**src/rtl/step_controller.sv**
```systemverilog
// Pacing stage for the program counter: debounced step/run buttons, divided free-run
// and breakpoint halt, all funnelled into a single-cycle registered step_pulse.
module step_controller #(
    parameter int unsigned DEBOUNCE_CYCLES = 1000000,
    parameter int unsigned DB_W            = 20,
    parameter int unsigned RUN_DIV         = 50000000,
    parameter int unsigned DIV_W           = 26
) (
    input  logic       clk,
    input  logic       reset_n,
    input  logic       btn_step,
    input  logic       btn_run,
    input  logic       bp_enable,
    input  logic [4:0] bp_addr,
    input  logic [4:0] pc_address,
    output logic       step_pulse,
    output logic       run_mode,
    output logic       halted
);
    localparam logic [DB_W-1:0]  DB_LAST  = DB_W'(DEBOUNCE_CYCLES - 1);
    localparam logic [DIV_W-1:0] DIV_LAST = DIV_W'(RUN_DIV - 1);
    localparam int BTN_STEP = 0;
    localparam int BTN_RUN  = 1;

    typedef enum logic [1:0] {
        ST_IDLE = 2'd0,
        ST_RUN  = 2'd1,
        ST_HALT = 2'd2
    } state_t;

    logic [1:0]       btn_raw_s;
    logic [1:0]       sync1_q;
    logic [1:0]       sync2_q;
    logic [1:0]       db_lvl_q;
    logic [1:0]       db_lvl_d;
    logic [1:0]       db_prev_q;
    logic [1:0]       ev_q;
    logic [DB_W-1:0]  db_cnt_q [2];
    logic [DB_W-1:0]  db_cnt_d [2];
    state_t           state_q;
    logic [DIV_W-1:0] div_q;
    logic             step_pulse_q;
    logic             run_mode_q;
    logic             halted_q;
    logic             step_ev_s;
    logic             run_ev_s;
    logic             bp_hit_s;
    logic             div_tc_s;

    assign btn_raw_s = {btn_run, btn_step};

    // Two-flop synchronizer per button; nothing else ever sees the raw pins.
    always_ff @(posedge clk or negedge reset_n) begin
        if (!reset_n) begin
            sync1_q <= 2'b00;
            sync2_q <= 2'b00;
        end else begin
            sync1_q <= btn_raw_s;
            sync2_q <= sync1_q;
        end
    end

    // A level change is accepted only after DEBOUNCE_CYCLES consecutive differing samples.
    always_comb begin
        for (int i = 0; i < 2; i++) begin
            db_lvl_d[i] = db_lvl_q[i];
            db_cnt_d[i] = '0;
            if (sync2_q[i] == db_lvl_q[i]) begin
                db_cnt_d[i] = '0;
            end else if (db_cnt_q[i] == DB_LAST) begin
                db_lvl_d[i] = sync2_q[i];
                db_cnt_d[i] = '0;
            end else begin
                db_cnt_d[i] = db_cnt_q[i] + DB_W'(1);
            end
        end
    end

    always_ff @(posedge clk or negedge reset_n) begin
        if (!reset_n) begin
            db_lvl_q  <= 2'b00;
            db_prev_q <= 2'b00;
            ev_q      <= 2'b00;
            for (int i = 0; i < 2; i++) begin
                db_cnt_q[i] <= '0;
            end
        end else begin
            db_lvl_q  <= db_lvl_d;
            db_prev_q <= db_lvl_q;
            ev_q      <= db_lvl_q & ~db_prev_q;
            for (int i = 0; i < 2; i++) begin
                db_cnt_q[i] <= db_cnt_d[i];
            end
        end
    end

    assign step_ev_s = ev_q[BTN_STEP];
    assign run_ev_s  = ev_q[BTN_RUN];
    assign bp_hit_s  = bp_enable && (pc_address == bp_addr);
    assign div_tc_s  = (div_q == DIV_LAST);

    // Mode FSM; run_ev is tested first everywhere so a coincident step_ev is dropped.
    always_ff @(posedge clk or negedge reset_n) begin
        if (!reset_n) begin
            state_q      <= ST_IDLE;
            div_q        <= '0;
            step_pulse_q <= 1'b0;
            run_mode_q   <= 1'b0;
            halted_q     <= 1'b0;
        end else begin
            step_pulse_q <= 1'b0;
            case (state_q)
                ST_IDLE: begin
                    div_q <= '0;
                    if (run_ev_s) begin
                        state_q    <= ST_RUN;
                        run_mode_q <= 1'b1;
                    end else if (step_ev_s) begin
                        step_pulse_q <= 1'b1;
                    end else begin
                        state_q <= ST_IDLE;
                    end
                end
                ST_RUN: begin
                    if (run_ev_s) begin
                        state_q    <= ST_IDLE;
                        div_q      <= '0;
                        run_mode_q <= 1'b0;
                    end else if (div_tc_s) begin
                        div_q <= '0;
                        if (bp_hit_s) begin
                            state_q    <= ST_HALT;
                            run_mode_q <= 1'b0;
                            halted_q   <= 1'b1;
                        end else begin
                            step_pulse_q <= 1'b1;
                        end
                    end else begin
                        div_q <= div_q + DIV_W'(1);
                    end
                end
                ST_HALT: begin
                    div_q <= '0;
                    if (run_ev_s) begin
                        step_pulse_q <= 1'b1;
                        state_q      <= ST_RUN;
                        run_mode_q   <= 1'b1;
                        halted_q     <= 1'b0;
                    end else if (step_ev_s) begin
                        step_pulse_q <= 1'b1;
                        state_q      <= ST_IDLE;
                        halted_q     <= 1'b0;
                    end else begin
                        state_q <= ST_HALT;
                    end
                end
                default: begin
                    state_q    <= ST_IDLE;
                    div_q      <= '0;
                    run_mode_q <= 1'b0;
                    halted_q   <= 1'b0;
                end
            endcase
        end
    end

    assign step_pulse = step_pulse_q;
    assign run_mode   = run_mode_q;
    assign halted     = halted_q;

endmodule

```
**config.mk**
```make
export PLATFORM = sky130hd
export DESIGN_NAME = step_controller
export DESIGN_NICKNAME = d
export VERILOG_FILES = /design/src/rtl/step_controller.sv
export SDC_FILE = /design/constraint.sdc
export NUM_CORES = 1
export LEC_CHECK = 0
export CAP_MARGIN = 20
export CORE_MARGIN = 1.5
export CORE_UTILIZATION = 65
export CTS_CLUSTER_DIAMETER = 150
export DETAILED_ROUTE_END_ITERATION = 8
export GPL_TIMING_DRIVEN = 1
export PLACE_DENSITY_LB_ADDON = 0.3
export SYNTH_ARGS = -nofsm -noshare
export SYNTH_HDL_FRONTEND = slang
export SYNTH_SLANG_ARGS = --single-unit
```
**constraint.sdc**
```tcl
create_clock -name clk -period 5 [get_ports clk]
set_input_delay 1 -clock clk [delete_from_list [all_inputs] [get_ports clk]]
set_output_delay 1 -clock clk [all_outputs]
set_load 0.01 [all_outputs]
```
Word level (Yosys, flattened, before mapping) --
Cells that the tools add are included.
Word-level totals: register bits 81, bits of input ports 15, word-level logic and storage cells 78
Cells by class: add/subtract/negate cells 3, equal/unequal tests 16, mux-type cells 33, bitwise gates (word level) 5, reductions and logical operators 8
Operator list (count):
- 20-bit two-way mux | 4
- 26-bit two-way mux | 3
- 20-bit by 1-bit adder with 20-bit output (second input constant) | 2
- 20-bit == test (second input constant) | 2
- 26-bit by 1-bit adder with 26-bit output (second input constant) | 1
- 26-bit == test (second input constant) | 1
- 1-bit two-way mux | 15
- 2-bit two-way mux | 7
- 3-bit != test (second input constant) | 4
- 2-bit != test (second input constant) | 3
- 1-bit one-hot mux with 3 select lines | 2
- 2-bit one-hot mux with 3 select lines | 1
- 3-bit AND reduction | 2
- 5-bit == test | 1
- 5-bit AND reduction | 1
- 2-bit AND reduction | 2
- 1-bit inverter | 3
- 2-bit bitwise AND | 1
- 1-bit == test | 2
- 2-bit by 1-bit == test with 1-bit output (second input constant) | 1
- 2-bit == test (second input constant) | 1
- 2-bit logical NOT | 1
- 2-bit by 1-bit != test with 1-bit output (second input constant) | 1
- 2-bit inverter | 1
- other kinds (3) | 3

Longest topological paths before layout --
Gate-level depths: netlist (run 1).
depth after elaboration 6, gate-level depth with buffers 6, gate-level depth less buffers 5

Worst setup path after synthesis (run 1) --
Ideal clock, no wire load.
path type input port to flip-flop, start in bp_addr[1], end reg run_mode_q, in the netlist run_mode, library setup time 0.133 ns, arrival time 1.942 ns, data required time 4.867 ns, path slack 2.925 ns, stages 4, buffers on the path 0, cell sequence xor2_1 > nor4_1 > nor4bb_1 > a21oi_1
On the way: longest elaborated chain between the ends 4
Ends and longest elaborated chain:
- start, declared | RTL line 14 | input logic [4:0] bp_addr,
- 5-bit == test | RTL line 99 | assign bp_hit_s = bp_enable && (pc_address == bp_addr);
- 1-bit logical AND | RTL line 99
- 3-bit != test (no line)
- 3-bit AND reduction (no line)
- end signal, assigned | RTL line 108 | run_mode_q <= 1'b0;
- end signal, assigned | RTL line 117 | run_mode_q <= 1'b1;
- end signal, assigned | RTL line 128 | run_mode_q <= 1'b0;
- end, declared | RTL line 43 | logic run_mode_q;
No other way between the ends. A chain may end at the register's enable or synchronous reset.

Worst setup path in the final report (run 1) --
start in bp_addr[4], end reg run_mode_q, in the netlist run_mode
The elaborated chain is that of the path after synthesis.

==> flow_metrics.tcl, run 1 <==
set metrics [dict create \
    outcome "completed" \
    maxSlewViolCount 0 \
    hp-class "reg2reg" \
    rsz0062_at_grt "no" \
    r2r_cells 4 \
    ys_ff_latch 81 \
    syn_area_per_cell_um2 9.919 \
    initial_utilization_pct 67.18 \
    die_x_um 81.23 \
    io_buffers 17 \
    synth_top_cell_area_share_pct 50.96 \
    route.met3.wl_um 345 \
    cts_resized 0 \
    endpoint_kind "flip-flop" \
    gp_congestion 0.8408 \
    syn-cell-area_um2 3978 \
    cts_tree "built" \
    yosys-top-cells-area "dfrtp_1 (51%), xnor2_1 (5.1%), nor2_1 (4.0%)" \
    holdPathStages 0 \
    synthCells 401 \
    cts_buffer_depth 2 \
    dp_slack_ps 2078 \
    clk_latency_ps 350 \
    fin_area_um2 4405 \
    routedWlPerCell_um 15.63 \
    finClkSkew_ps 12.63 \
    min_to "sync2_q[0]$_DFF_PN0_" \
    ir_drop_mv 0.2044 \
    r2r_end "div_q[25]$_DFF_PN0_" \
    met2WireLength_um 3948 \
    crit_type "in2reg" \
    antenna_found_initial 0 \
    synthToLayoutAreaGrowth_pct 10.76 \
    power_density_nw_per_um2 262.1 \
    synth_edf_count 0 \
    fin_tns_setup_ps 0 \
    r2r_slack_ps 2830 \
    grt_max_degree 82 \
    post_cts_buffers 0 \
    cp_max_fo 3 \
    die_area_um2 6598 \
    hold-worst-slack_ps 355.2 \
    io_pins 18 \
    final_util_pct 74.41 \
    hold_path_startpoint "sync1_q[0]$_DFF_PN0_" \
    maxCapViolations 0 \
    wl_met1_um 3373 \
    root_buffer "clkbuf_8" \
    worst_slack_ps 2413 \
    route.detailed.drc 0 \
    start_kind "input pin" \
    drt_iter0_drc 176 \
    arrival_ps 2810 \
    period_minus_slack_ps 2587 \
    cp_data_required_time_ps 5220 \
    nets 437 \
    synth_ff_type "dfrtp_1" \
    fmax_ghz 0.3865 \
    async_flop_share_pct 100.0 \
    grt-ovfl-total 0 \
    drtAntennaViolNets 0 \
    syn-num-nets 419 \
    timing.rr.start "div_q[7]$_DFF_PN0_" \
    grt_pass1_wl_um 12660 \
    power_frac_seq_pct 57.6 \
    grt_pass1_vias 2970 \
    seq_area_frac_synth_pct 50.96 \
    internal_power_w 0.0008956 \
    finalHoldViolCount 0 \
    vias 3074 \
    sw_frac_of_total_pct 22.44 \
    synth_common_cells "dfrtp_1 (81), nor2_1 (42), a21oi_1 (27)" \
    dr.max_layer_used "met4" \
    finalWirelength_um 7783 \
    drt_first_pass_iters 5 \
    yosysMostFrequentCell "dfrtp_1" \
    ys_warn_count 0 \
    synth_cell_types 41 \
    critical_path.startpoint "bp_addr[4]" \
    viasPerCell 6.173 \
    coreArea_um2 5921 \
    tightest_slew_ps 743.8 \
    cts_hold_buffers 0 \
    slew_headroom_pct 50.41 \
    hpwl_um 5091 \
    p_leak_nw 1.675 \
    grtUsageTotal_pct 25.28 \
    setup_viol 0 \
    clock_sinks 81 \
    cts_buffers 9 \
    pwr-share-comb_pct 4.0 \
    p_clk_share_pct 38.4 \
    place_area_um2 4198 \
    fin_crit_sh_pct 51.75 \
    cts_max_level 3 \
    antennaDiodeCount 0 \
    die_h_um 81.23 \
    drive_gt1_share_pct 6.856 \
    clk_pin_slew_ps 80 \
    yosysTopAreaCell "dfrtp_1" \
    switchingPower_w 0.0002591 \
    rows 28 \
]
## flip-flops by register name, indices dropped and copies added (netlist names)
name,cells
db_prev_q,2
ev_q,2
db_cnt_q,40
db_lvl_q,2
sync1_q,2
sync2_q,2
run_mode,1
state_q,2
step_pulse,1
div_q,26
halted,1
## layout make-up
class	instances	area (µm²)
sequential	81	2027
clock inverter	3	15.01
fill	426	1515
inverter	15	56.30
tap	75	93.84
timing repair buffer	19	202.7
clock buffer	12	165.2
multi-input combinational	293	1846
## power by group through the flow
stage	Combinational [W]	Clock (W)	Sequential [W]
2_1_floorplan	0.0000168	0	0.000677
3_3_place_gp	0.0000428	0	0.000678
3_5_place_dp	0.0000445	0	0.000678
4_1_cts	0.0000447	0.000448	0.000665
5_1_grt	0.0000532	0.000481	0.000665
6_report	0.0000464	0.000443	0.000665
## cell usage in the layout, fill, tap and decap left out, drive strengths merged, types with 2 or more instances in the layout
cell type,count
a21oi,27
and2,5
and3,5
and4,7
buf,3
clkbuf,12
clkdlybuf4s50,16
clkinv,3
dfrtp,81
ha,3
inv,15
mux2,2
nand2,25
nand3,27
nand4,10
nor2,42
nor2b,2
nor3,6
nor4,11
nor4b,3
o21ai,16
o31ai,14
or2,3
or3,17
or4,14
or4b,3
xnor2,23
xor2,18
## layer usage
layer / track usage (%) / vias up
met5: 0 / -
met4: 9.138 / 0
met3: 6.180 / 16
met2: 42.83 / 89
met1: 31.48 / 1487
li1: - / 1482
## worst max path at each step
stage / to / slack (ps) / cells past startpoint
2_1_floorplan: run_mode$_DFFE_PN0P_ / 2930 / 4
3_3_place_gp: run_mode$_DFFE_PN0P_ / 2330 / 5
3_5_place_dp: run_mode$_DFFE_PN0P_ / 2080 / 5
4_1_cts: run_mode$_DFFE_PN0P_ / 2440 / 5
5_1_grt: state_q[0]$_DFFE_PN0P_ / 2360 / 5
6_report: run_mode$_DFFE_PN0P_ / 2410 / 5
## critical path: stages
cell	delay, ps
clkdlybuf4s50_1	450
xor2_1	190
nor4_1	520
nor4bb_1	520
a21oi_1	130
## cells by family (layout without fill, tap and decap cells)
family | Yosys count | count (layout) | synth area share [%]
and+or+nand+nor | 184 | 184 | 25.86
DFF | 81 | 81 | 50.96
AOI/OAI and AO/OA | 62 | 62 | 9.752
xor gates and xnor gates | 41 | 41 | 9.028
buffers and inverters | 27 | 49 | 2.642
adders and majority gates | 3 | 3 | 0.9438
muxes | 3 | 3 | 0.8178
## stage by stage
| step | power, W | cells |
|---|---|---|
| CTS | 0.001157 | 497 |
| detailed placement | 0.0007225 | 482 |
| global route | 0.001199 | 498 |
| finish | 0.001155 | 498 |
| floorplan | 0.0006940 | 401 |
| global placement | 0.0007204 | 482 |
Note: power is estimated with default switching activity, not from simulation.
==> run 2, diff against run 1 <==
--- a/config.mk
+++ b/config.mk
@@ -7,7 +7,7 @@
 export LEC_CHECK = 0
 export CAP_MARGIN = 20
 export CORE_MARGIN = 1.5
-export CORE_UTILIZATION = 65
+export CORE_UTILIZATION = 60
 export CTS_CLUSTER_DIAMETER = 150
 export DETAILED_ROUTE_END_ITERATION = 8
 export GPL_TIMING_DRIVEN = 1
==> constraint.sdc (replaced) <==
create_clock -name clk -period 2.6 [get_ports clk]
set_input_delay 0.52 -clock clk [delete_from_list [all_inputs] [get_ports clk]]
set_output_delay 0.52 -clock clk [all_outputs]
set_load 0.01 [all_outputs]
==> flow_metrics.tcl, run 2 (same netlist as run 1, synthesis figures left out) <==
set metrics [dict create \
    routedWlPerCell_um 15.18 \
    pwr-share-comb_pct 3.6 \
    vias 3055 \
    io_buffers 17 \
    layout_commonest_cell "dfrtp_1" \
    nets 440 \
    fin_area_um2 4491 \
    reg_top3 "db_cnt_q (40), div_q (26)" \
    clock_sinks 81 \
    hp-class "in2async" \
    cts_max_level 3 \
    finalHoldViolCount 0 \
    grt_pass1_wl_um 13720 \
    rows 29 \
    outcome "completed" \
    maxSlewViolCount 0 \
    finClkSkew_ps 7.833 \
    grt-ovfl-total 0 \
    internal_power_w 0.001955 \
    drt_iter0_drc 155 \
    clk_pin_slew_ps 90 \
    coreArea_um2 6386 \
    fin_crit_sh_pct 78.04 \
    timing.rr.start "db_cnt_q[0]$_DFF_PN0_" \
    tightest_slew_ps 463.0 \
    route.detailed.drc 0 \
    largest_reg_flops 40 \
    switchingPower_w 0.0005585 \
    die_area_um2 7127 \
    grt_max_degree 52 \
    finalWirelength_um 7650 \
    post_cts_buffers 0 \
    p_leak_nw 1.708 \
    top_register "db_cnt_q" \
    initial_utilization_pct 62.28 \
    setup_viol 0 \
    power_frac_seq_pct 50.9 \
    antenna_found_initial 0 \
    grtUsageTotal_pct 23.97 \
    place_area_um2 4243 \
    viasPerCell 6.062 \
    place_inst 488 \
    clk_latency_ps 360 \
    start_kind "flip-flop" \
    rsz0062_at_grt "no" \
    cp_max_fo 10 \
    io_pins 18 \
    ir_drop_mv 0.4509 \
    synthToLayoutAreaGrowth_pct 12.90 \
    period_minus_slack_ps 2029 \
    root_buffer "clkbuf_8" \
    critical_path.startpoint "db_cnt_q[0]$_DFF_PN0_" \
    cp_data_required_time_ps 2850 \
    maxCapViolations 0 \
    p_clk_share_pct 45.5 \
    fmax_ghz 0.4929 \
    cts_tree "built" \
    endpoint_kind "flip-flop" \
    cts_buffers 9 \
    drtAntennaViolNets 0 \
    slew_headroom_pct 69.13 \
    fin_tns_setup_ps 0 \
    die_x_um 84.42 \
    die_h_um 84.42 \
    crit_type "reg2reg" \
    fin_cells 504 \
    cts_hold_buffers 0 \
    arrival_ps 2280 \
    most-common-layout-cells "dfrtp_1 (81), nor2_1 (42), a21oi_1 (27)" \
    drive_gt1_share_pct 7.728 \
    cts_buffer_depth 2 \
    sw_frac_of_total_pct 22.22 \
    gp_congestion 0.7946 \
    antennaDiodeCount 0 \
    drt_first_pass_iters 4 \
    hpwl_um 5116 \
    power_density_nw_per_um2 559.8 \
    cts_resized 0 \
    grt_pass1_vias 2983 \
]
==> run 2: critical path: stages, from the launching register on <==
cell and delay (ps):
dfrtp_1 400, ha_1 230, nand2_1 130, or2_2 350, o31ai_4 480, buf_4 270, nor2_1 70
==> run 2: final timing paths <==
| check | end | slack, ps | cells past startpoint |
|---|---|---|---|
| setup reg to reg | db_cnt_q[12]$_DFF_PN0_ | 570 | 6 |
| setup / recovery | db_cnt_q[12]$_DFF_PN0_ | 570 | 6 |
| hold reg to reg | sync2_q[0]$_DFF_PN0_ | 370 | 0 |
| min in group clk | sync2_q[0]$_DFF_PN0_ | 370 | 0 |
| max in group asynchronous | db_cnt_q[35]$_DFF_PN0_ | 1910 | 2 |
| hold / removal | div_q[9]$_DFF_PN0_ | 90 | 1 |
==> run 2: metrics by stage <==
step / setup WS, ps / total power, W / util (%) / hold slack (ps)
after floorplan: 791.7 / 0.001335 / - / 224.4
after global placement: 492.5 / 0.001392 / 66.44 / 335.8
after detailed placement: 341.1 / 0.001396 / 66.44 / 351.1
after CTS: 601.3 / 0.002520 / 70.32 / 99.55
after global routing: 440.2 / 0.002596 / 70.32 / 102.9
final: 571.0 / 0.002514 / 70.32 / 89.19
==> run 2: per-layer routing <==
| metal | wire length [µm] | GRT usage, % | vias up |
|---|---|---|---|
| met5 | 0 | 0 | - |
| met2 | 3916 | 39.05 | 44 |
| met4 | 125 | 9.531 | 0 |
| met3 | 216 | 4.425 | 13 |
| li1 | - | - | 1483 |
| met1 | 3392 | 32.15 | 1515 |
==> run 2: layout make-up <==
class                   count  area (µm²)
fillers                   472        1896
well taps                  77       96.34
clock buffers               9       123.9
flip-flops and latches     81        2027
multi-input cells         293        1846
clock inverters             7       123.9
repair buffers             22       217.7
inverters                  15       56.30
==> run 2: power by group through the flow <==
stage	registers (W)	logic [W]	clock network, W
finish	0.00128	0.0000904	0.00114
global route	0.00128	0.000102	0.00121
CTS	0.00128	0.0000924	0.00115
detailed placement	0.00130	0.0000921	0
global placement	0.00130	0.0000888	0
floorplan	0.00130	0.0000324	0
